--- src/rtl/cpu_pkg.sv ---
// Shared constants for the accumulator sequencer: opcodes, flag bits,
// instruction field offsets and FSM state encoding.
package cpu_pkg;

    // Major opcodes, IR[23:20]
    localparam logic [3:0] OP_NOP  = 4'h0;
    localparam logic [3:0] OP_ALUI = 4'h1;
    localparam logic [3:0] OP_ALUM = 4'h2;
    localparam logic [3:0] OP_STA  = 4'h3;
    localparam logic [3:0] OP_JMP  = 4'h4;
    localparam logic [3:0] OP_JZ   = 4'h5;
    localparam logic [3:0] OP_JNZ  = 4'h6;
    localparam logic [3:0] OP_JC   = 4'h7;
    localparam logic [3:0] OP_HLT  = 4'hF;

    // Flag-register bit positions
    localparam int unsigned FLAG_C = 0;
    localparam int unsigned FLAG_Z = 1;

    // Opcode fields sit directly above the DATA_W-bit operand; offsets are
    // relative to DATA_W so the format scales with the operand width.
    localparam int unsigned OPC_W      = 4;
    localparam int unsigned IR_ALU_OFS = 0;
    localparam int unsigned IR_MAJ_OFS = 4;

    // Sequencer states
    localparam logic [2:0] ST_FETCH  = 3'd0;
    localparam logic [2:0] ST_DECODE = 3'd1;
    localparam logic [2:0] ST_MEM    = 3'd2;
    localparam logic [2:0] ST_EXEC   = 3'd3;
    localparam logic [2:0] ST_HALT   = 3'd4;

    // Jump condition classes produced by the decoder
    typedef enum logic [2:0] {
        JcNone,
        JcAlways,
        JcZero,
        JcNotZero,
        JcCarry
    } jump_cond_e;

endpackage

--- src/rtl/instr_decode.sv ---
// Combinational major-opcode decoder: classifies the latched instruction.
module instr_decode
    import cpu_pkg::*;
(
    input  logic [3:0] major_op,
    output logic       is_alu,
    output logic       uses_mem,
    output logic       is_store,
    output logic [2:0] jump_cond,
    output logic       is_halt
);

    // Opcodes 8..14 and NOP fall through to the all-inactive default.
    always_comb begin
        is_alu    = 1'b0;
        uses_mem  = 1'b0;
        is_store  = 1'b0;
        jump_cond = JcNone;
        is_halt   = 1'b0;
        case (major_op)
            OP_ALUI: is_alu = 1'b1;
            OP_ALUM: begin
                is_alu   = 1'b1;
                uses_mem = 1'b1;
            end
            OP_STA:  is_store  = 1'b1;
            OP_JMP:  jump_cond = JcAlways;
            OP_JZ:   jump_cond = JcZero;
            OP_JNZ:  jump_cond = JcNotZero;
            OP_JC:   jump_cond = JcCarry;
            OP_HLT:  is_halt   = 1'b1;
            default: ;
        endcase
    end

endmodule

--- src/rtl/acc_control_unit.sv ---
// Fetch/decode/execute sequencer for the accumulator datapath. Owns PC, IR
// and the FSM; drives ALU opcode/operand, datapath strobes and data memory.
module acc_control_unit
    import cpu_pkg::*;
#(
    parameter int unsigned DATA_W  = 16,
    parameter int unsigned PC_W    = 8,
    parameter int unsigned DADDR_W = 8,
    parameter int unsigned FLAG_W  = 5
) (
    input  logic                CLK,
    input  logic                RST_N,
    input  logic                EN,
    output logic [PC_W-1:0]     PROG_ADDR,
    input  logic [DATA_W+7:0]   PROG_DATA,
    output logic [DADDR_W-1:0]  DMEM_ADDR,
    input  logic [DATA_W-1:0]   DMEM_RDATA,
    output logic [DATA_W-1:0]   DMEM_WDATA,
    output logic                DMEM_WE,
    input  logic [DATA_W-1:0]   A_IN,
    input  logic [FLAG_W-1:0]   FLAGS,
    output logic [3:0]          ALU_OP,
    output logic [DATA_W-1:0]   ARG2,
    output logic                A_CE,
    output logic                FLAG_CE,
    output logic                HALTED
);

    localparam int unsigned IR_W = DATA_W + 8;

    logic [2:0]      state_q, state_d;
    logic [PC_W-1:0] pc_q, pc_d;
    logic [IR_W-1:0] ir_q, ir_d;

    logic [3:0] major_op;
    logic [3:0] fetched_op;
    logic       is_alu, uses_mem, is_store, is_halt;
    logic [2:0] jump_cond;
    logic       jump_taken;
    logic       exec_active;

    // Only C and Z are consumed; remaining flag bits are intentionally ignored.
    logic unused_flags;
    assign unused_flags = ^FLAGS;

    assign major_op   = ir_q[DATA_W+IR_MAJ_OFS +: OPC_W];
    assign fetched_op = PROG_DATA[DATA_W+IR_MAJ_OFS +: OPC_W];

    instr_decode u_decode (
        .major_op  (major_op),
        .is_alu    (is_alu),
        .uses_mem  (uses_mem),
        .is_store  (is_store),
        .jump_cond (jump_cond),
        .is_halt   (is_halt)
    );

    // Evaluate the branch condition against the registered flags.
    always_comb begin
        jump_taken = 1'b0;
        case (jump_cond)
            JcAlways:  jump_taken = 1'b1;
            JcZero:    jump_taken = FLAGS[FLAG_Z];
            JcNotZero: jump_taken = ~FLAGS[FLAG_Z];
            JcCarry:   jump_taken = FLAGS[FLAG_C];
            default:   jump_taken = 1'b0;
        endcase
    end

    // Next-state logic; EN low (or HALT) holds state, PC and IR.
    always_comb begin
        state_d = state_q;
        pc_d    = pc_q;
        ir_d    = ir_q;
        if (EN && state_q != ST_HALT) begin
            case (state_q)
                ST_FETCH:  state_d = ST_DECODE;
                ST_DECODE: begin
                    ir_d    = PROG_DATA;
                    pc_d    = pc_q + 1'b1;
                    state_d = (fetched_op == OP_ALUM) ? ST_MEM : ST_EXEC;
                end
                ST_MEM:    state_d = ST_EXEC;
                ST_EXEC: begin
                    if (jump_taken) pc_d = ir_q[PC_W-1:0];
                    state_d = is_halt ? ST_HALT : ST_FETCH;
                end
                default:   state_d = ST_FETCH;
            endcase
        end
    end

    // Sequencer registers; reset discards any in-flight instruction.
    always_ff @(posedge CLK or negedge RST_N) begin
        if (!RST_N) begin
            state_q <= ST_FETCH;
            pc_q    <= '0;
            ir_q    <= '0;
        end else begin
            state_q <= state_d;
            pc_q    <= pc_d;
            ir_q    <= ir_d;
        end
    end

    // Outputs; strobes are gated by EN so a stall mid-EXEC suppresses them.
    always_comb begin
        exec_active = EN && (state_q == ST_EXEC);
        A_CE        = exec_active && is_alu;
        FLAG_CE     = exec_active && is_alu;
        DMEM_WE     = exec_active && is_store;
        ARG2        = (state_q == ST_EXEC && uses_mem) ? DMEM_RDATA : ir_q[DATA_W-1:0];
        ALU_OP      = ir_q[DATA_W+IR_ALU_OFS +: OPC_W];
        DMEM_ADDR   = ir_q[DADDR_W-1:0];
        DMEM_WDATA  = A_IN;
        PROG_ADDR   = pc_q;
        HALTED      = (state_q == ST_HALT);
    end

endmodule

--- config.mk ---
export PLATFORM = sky130hd
export DESIGN_NAME = acc_control_unit
export DESIGN_NICKNAME = d
export VERILOG_FILES = /design/src/rtl/cpu_pkg.sv /design/src/rtl/instr_decode.sv /design/src/rtl/acc_control_unit.sv
export SDC_FILE = /design/constraint.sdc
export NUM_CORES = 1
export LEC_CHECK = 0
export BUFFER_PORTS_ARGS = -buffer_cell sky130_fd_sc_hd__buf_2
export CORE_MARGIN = 2
export CORE_UTILIZATION = 25
export CTS_CLUSTER_SIZE = 10
export DETAILED_ROUTE_END_ITERATION = 8
export HOLD_SLACK_MARGIN = 0.03
export MAX_ROUTING_LAYER = met4
export SYNTH_ARGS = -nofsm -noshare
export SYNTH_HDL_FRONTEND = slang
export SYNTH_SLANG_ARGS = --single-unit
--- constraint.sdc ---
create_clock -name CLK -period 2.39 [get_ports CLK]
set_clock_uncertainty 0.1 [all_clocks]
set_input_delay 0 -clock CLK [delete_from_list [all_inputs] [get_ports CLK]]
set_output_delay 0 -clock CLK [all_outputs]
set_load 0.01 [all_outputs]
==> flow_summary.json, run 1 <==
{
  "run_status": "completed",
  "hp-class": "input pin to primary output",
  "period_minus_slack_ps": 2050,
  "antenna_left": 0,
  "ys_top_cells_by_area": "dfrtp_1 42%, nand2_1 14%, buf_4 10%, mux2_2 8.6%, nand3_1 2.1%",
  "avgSynthCellArea_um2": 8.78,
  "endpoint": "ARG2[2]",
  "drc": 0,
  "synthDistinctLibCells": 37,
  "syn_to_final_growth_pct": 41.1,
  "insertion_delay_ps": 280,
  "die_y_um": 95.6,
  "h-tree-depth": 2,
  "path_depth": 4,
  "critPathMaxFanout": 16,
  "ys_ff_latch": 35,
  "drt_first_pass_iters": 4,
  "relSlewSlack_pct": 45.2,
  "post-cts-setup-buffer-count": 0,
  "total_power_uw": 3150,
  "cts_buffers": 5,
  "synth-edff-count": 0,
  "drt_wl_total_um": 5690,
  "grt_max_degree": 36,
  "post_cts_resized": 0,
  "io_pins": 120,
  "power_frac_clock_pct": 17.7,
  "reg2reg_depth": 4,
  "seq_area_frac_synth_pct": 41.7,
  "p_switching_uw": 1280,
  "maxCapViolCount": 0,
  "post_drt_wl_per_cell_um": 12.8,
  "cp_slowest_stage_delay_ps": 550,
  "synthCells": 239,
  "crit_start": "state_q[1]$_DFFE_PN0P_",
  "clkSlewWorstSetupHoldPaths_ps": 70,
  "path_delay_family": "simple AND/OR/NAND/NOR gates",
  "dp.final_hpwl_um": 4050,
  "post-route-period-util_pct": 85.7,
  "r2r_start": "ir_q[21]$_DFFE_PN0P_",
  "synth_warnings": 0,
  "yosysTopAreaCell": "dfrtp_1",
  "max_freq_mhz": 488,
  "synth_nets": 304,
  "cts.sinks": 35,
  "grt_pass1_vias": 1950,
  "antenna_found_initial": 0,
  "grt_overflow": 0,
  "initial_core_util_pct": 25.7,
  "cts_tree": "done",
  "cp-end-kind": "primary output",
  "grt_first_pass_wirelength_um": 8970,
  "hold_buffers": 42,
  "drtIter0Drc": 121,
  "switching_share_pct": 40.7,
  "synthFlopType": "dfrtp_1",
  "ff2ff_setup_slack_ps": 610,
  "setup_viol": 0,
  "internal_power_uw": 1870,
  "synth_top_area_share_pct": 41.7,
  "vias": 1998,
  "worst_slew_pin_slew_ps": 822,
  "fp.dieW_um": 95.6,
  "r2r_end": "PROG_ADDR[3]$_DFFE_PN0P_",
  "path_class": "flip-flop to primary output",
  "vias_per_cell": 4.49,
  "rsz0062_at_grt": "no",
  "core_um2": 8180,
  "async_reset_ff_share_pct": 100,
  "worst-endpoint-arrival_ps": 1950,
  "p_seq_share_pct": 36.9,
  "slew_violations": 0,
  "crit_chain": "and3b_1 > nand4b_4 > mux2_2 > buf_2",
  "comb_power_share_pct": 45.5,
  "diodes": 0,
  "leakage_uw": 0.00151,
  "numPortBuffers": 84,
  "routabilityCongestion": 0.853,
  "setup_tns_ps": 0,
  "startpoint_type": "flip-flop",
  "layout-drive-gt1-share_pct": 35.0,
  "nNetsFinal": 404,
  "cp.buffers_inverters": 1,
  "cts_root_buf": "clkbuf_8",
  "crit_required_ps": 2290,
  "die_area_um2": 9150,
  "rows": 33,
  "hold_viol": 0,
  "track_usage_pct": 12.9,
  "critPathSlowestCell": "dfrtp_1",
  "clock_path_buffers": 2,
  "p_per_area_nw_per_um2": 1060,
  "vdd.ir_drop.worst_mv": 0.415,
  "netlist_area_um2": 2100
}
[worst min-delay path by stage]
stage                   from                        to  cells past startpoint
3_5_place_dp         A_IN[9]             DMEM_WDATA[9]                      0
4_1_cts        DMEM_RDATA[9]                   ARG2[9]                      3
6_report       DMEM_RDATA[9]                   ARG2[9]                      3
2_1_floorplan          RST_N  PROG_ADDR[0]$_DFFE_PN0P_                      0
3_3_place_gp         A_IN[9]             DMEM_WDATA[9]                      0
5_1_grt        DMEM_RDATA[7]                   ARG2[7]                      3
[synth_stat cells (2+ instances only)]
| master | n |
|---|---|
| a211o_1 | 2 |
| a211oi_1 | 2 |
| a21oi_1 | 6 |
| and3_1 | 2 |
| and3b_1 | 2 |
| buf_2 | 7 |
| buf_4 | 29 |
| dfrtp_1 | 35 |
| inv_1 | 4 |
| mux2_2 | 16 |
| nand2_1 | 78 |
| nand3_1 | 9 |
| nand3b_1 | 3 |
| nand4_1 | 2 |
| nor2_1 | 6 |
| nor2_2 | 2 |
| nor4_1 | 4 |
| o21ai_0 | 9 |
| o22ai_1 | 2 |
| o2bb2ai_1 | 2 |
[metrics by stage]
stage / hold slack, ps / utilization [%] / area (um^2) / worst slack [ps] / cells
global placement: -99.9 / 29.7 / 2420 / 617 / 395
global route: 222 / 36.2 / 2960 / 251 / 445
finish: 210 / 36.2 / 2960 / 342 / 445
CTS: 213 / 36.2 / 2960 / 323 / 445
floorplan: -396 / - / 2100 / 746 / 239
detailed placement: -99.9 / 29.7 / 2420 / 626 / 395
[power by group through the flow]
stage / combinational (uW) / sequential, uW / clock (uW)
2_1_floorplan: 1050 / 1100 / 0
3_3_place_gp: 1350 / 1170 / 0
3_5_place_dp: 1380 / 1180 / 0
4_1_cts: 1450 / 1170 / 579
5_1_grt: 1610 / 1210 / 599
6_report: 1430 / 1160 / 557
[worst min-delay path, delay by kind of cell]
family / cells / cell delay (ps)
mux: 1 / 120
buf+inv: 2 / 190
[logic make-up after synthesis]
group | count (synthesis) | synth area share [%]
compound gates | 30 | 9.89
simple gates | 113 | 24.7
fa+ha+maj | 1 | 0.596
mux | 18 | 9.77
buf+inv | 41 | 12.9
xor+xnor | 1 | 0.417
flops | 35 | 41.7
[state kept, by name, indices dropped and copies added (netlist names)]
name	count
state_q	3
ir_q	24
PROG_ADDR	8
[cells in the final DEF (no fill, tap or decap), types with 3 or more instances in the layout]
| cell | count |
|---|---|
| buf_2 | 84 |
| nand2_1 | 78 |
| dlygate4sd3_1 | 42 |
| dfrtp_1 | 35 |
| mux2_2 | 16 |
| nand3_1 | 9 |
| o21ai_0 | 9 |
| nor2_1 | 6 |
| a21oi_1 | 6 |
| clkbuf_8 | 6 |
| inv_1 | 4 |
| nor4_1 | 4 |
| buf_4 | 4 |
| nand3b_1 | 3 |
[cell type report]
type / instances / area (um^2)
Clock inverter: 2 / 35.0
Clock buffer: 6 / 82.6
Fill cell: 860 / 5210
Multi-Input combinational cell: 163 / 952
Inverter: 4 / 15.0
Tap cell: 105 / 131
Sequential cell: 35 / 876
Timing Repair Buffer: 130 / 871
[layer usage]
layer	vias up	routed length, um	track usage [%]
li1	982	-	-
met1	931	2370	14.6
met2	83	2870	22.4
met3	2	424	3.24
met4	0	25	3.81
met5	-	0	-
Power figures use the tool's default switching activity.
==> inputs of run 2 (changes only) <==
Settings changed: ABC_AREA set to 1, SYNTH_HIERARCHICAL set to 1.
==> flow_summary.json, run 2 <==
{
  "crit_chain": "nor2_1 > nand2_1 > inv_1 > nand2_2 > mux2_2 > buf_2",
  "drtIter0Drc": 73,
  "clock_path_buffers": 2,
  "synthTopCellsByCount": "55 x nand2_1, 35 x dfrtp_1, 30 x buf_4, 27 x nor2_1",
  "cp.buffers_inverters": 2,
  "reg2reg_depth": 12,
  "cts.sinks": 35,
  "grt_max_degree": 36,
  "largest_reg_flops": 24,
  "track_usage_pct": 12.1,
  "worst-endpoint-arrival_ps": 1890,
  "grt_pass1_vias": 1973,
  "final_cell_mix": "84 x buf_2, 55 x nand2_1, 43 x dlygate4sd3_1",
  "clkSlewWorstSetupHoldPaths_ps": 80,
  "rows": 33,
  "h-tree-depth": 2,
  "routabilityCongestion": 0.784,
  "post-route-period-util_pct": 83.5,
  "drc": 0,
  "synth_top_area_share_pct": 40.6,
  "synth_warnings": 6,
  "initial_core_util_pct": 26.0,
  "path_depth": 6,
  "slew_violations": 0,
  "die_area_um2": 9390,
  "vdd.ir_drop.worst_mv": 0.564,
  "yosysMostFrequentCell": "nand2_1",
  "whs_path_depth": 8,
  "rsz0062_at_grt": "no",
  "path_class": "flip-flop to primary output",
  "leakage_uw": 0.00151,
  "nNetsFinal": 428,
  "final_common_cell": "buf_2",
  "vias": 2014,
  "cp_slowest_stage_delay_ps": 430,
  "syn_to_final_growth_pct": 37.8,
  "critPathSlowestCell": "dfrtp_1",
  "startpoint_type": "flip-flop",
  "antenna_found_initial": 0,
  "seq_area_um2": 876,
  "avgSynthCellArea_um2": 8.14,
  "relSlewSlack_pct": 45.4,
  "netlist_area_um2": 2160,
  "post_drt_wl_per_cell_um": 11.6,
  "cts_root_buf": "clkbuf_8",
  "top_register": "ir_q",
  "setup_tns_ps": 0,
  "layout-drive-gt1-share_pct": 34.6,
  "maxCapViolCount": 0,
  "grt_first_pass_wirelength_um": 9250,
  "core_um2": 8300,
  "grt_overflow": 0,
  "max_freq_mhz": 501,
  "io_pins": 120,
  "diodes": 0,
  "path_delay_family": "simple AND/OR/NAND/NOR gates",
  "hp-class": "input pin to flip-flop",
  "vias_per_cell": 4.29,
  "drt_wl_total_um": 5450,
  "yosysTopAreaCell": "dfrtp_1",
  "multiInputGateArea_um2": 908,
  "whs_ps": 200,
  "setup_viol": 0,
  "p_per_area_nw_per_um2": 1040,
  "fp.dieW_um": 96.9,
  "async_reset_ff_share_pct": 100,
  "synth_nets": 330,
  "die_y_um": 96.9,
  "ys_ff_latch": 35,
  "seq_area_frac_synth_pct": 40.6,
  "crit_required_ps": 2290,
  "cts_buffers": 5,
  "run_status": "completed",
  "numPortBuffers": 84,
  "ys_top_cells_by_area": "dfrtp_1 41%, mux2_2 13%, buf_4 10%, nand2_1 9.6%, nor2_1 4.7%",
  "antenna_left": 0,
  "dp.final_hpwl_um": 3900,
  "synth-edff-count": 0,
  "hold_viol": 0,
  "cp-end-kind": "primary output",
  "worst_slew_pin_slew_ps": 818,
  "synthDistinctLibCells": 25,
  "critPathMaxFanout": 22,
  "synthCells": 265,
  "fillers": 876,
  "period_minus_slack_ps": 1990,
  "synthFlopType": "dfrtp_1",
  "drt_first_pass_iters": 5,
  "insertion_delay_ps": 280,
  "cts_tree": "done"
}
## run 2: cell count changes after synthesis, moves of 3 or more
cell	delta
a21oi_1	+7
buf_2	-3
inv_1	+21
inv_2	+3
mux2_2	+9
nand2_1	-23
nand3_1	+7
nor2_1	+21
nor4_1	-4
o21ai_0	+3
## run 2: timing repair
| action | in CTS | in global routing |
|---|---|---|
| endpoints found under the setup margin | 0 | 0 |
| hold buffers | 43 | 0 |
| endpoints found under the hold margin | 78 | 0 |
| setup buffers | 0 | 0 |
| gates resized for setup | 0 | 0 |
## run 2: path summary, 6_finish.rpt
| check | from | endpoint | slack (ps) |
|---|---|---|---|
| max | ir_q[20]$_DFFE_PN0P_ | ARG2[9] | 400 |
| min | FLAGS[0] | PROG_ADDR[5]$_DFFE_PN0P_ | 200 |
| max reg2reg | ir_q[23]$_DFFE_PN0P_ | PROG_ADDR[0]$_DFFE_PN0P_ | 520 |
| min reg2reg | ir_q[14]$_DFFE_PN0P_ | ir_q[14]$_DFFE_PN0P_ | 400 |
| max in group asynchronous | RST_N | ir_q[6]$_DFFE_PN0P_ | 1430 |
| min in group asynchronous | RST_N | ir_q[16]$_DFFE_PN0P_ | 240 |
## run 2: logic make-up after synthesis
group | count (synthesis) | synth area share, %
buf+inv | 66 | 17.3
fa+ha+maj | 1 | 0.580
flops | 35 | 40.6
compound gates | 29 | 7.14
simple gates | 109 | 21.3
mux | 25 | 13.1
## run 2: area by class of cell
class,count,area share (%)
multi-input combinational,164,30.6
sequential,35,29.5
timing repair buffer,129,29.1
tap,105,4.42
inverter,28,3.54
clock buffer,6,2.44
clock inverter,2,0.421
## run 2: layer usage
layer  track usage (%)  part of all wire [%]
met1              14.6                    46
met2              20.7                    47
met3              2.75                   6.4
met4              2.60                  0.64
met5                 -                     0
## run 2: report_power, final
part           switching (uW)  internal (uW)
logic                     821            724
clock network             226            204
registers                 241            869
total                    1290           1800
## run 2: worst register-to-register path, delay by kind of cell (launching register included)
family	cells	cell delay, ps
compound gates	1	80
buf+inv	3	150
flops	1	430
simple gates	8	980
## run 2: per-stage QoR
step	total power, uW	cell area (um^2)	std cells	setup WS [ps]	util, %
finish	3080	2970	469	395	35.8
CTS	3130	2970	469	383	35.8
global placement	2580	2460	418	558	29.6
floorplan	2230	2160	265	788	-
detailed placement	2610	2460	418	534	29.6
global route	3380	2970	469	232	35.8
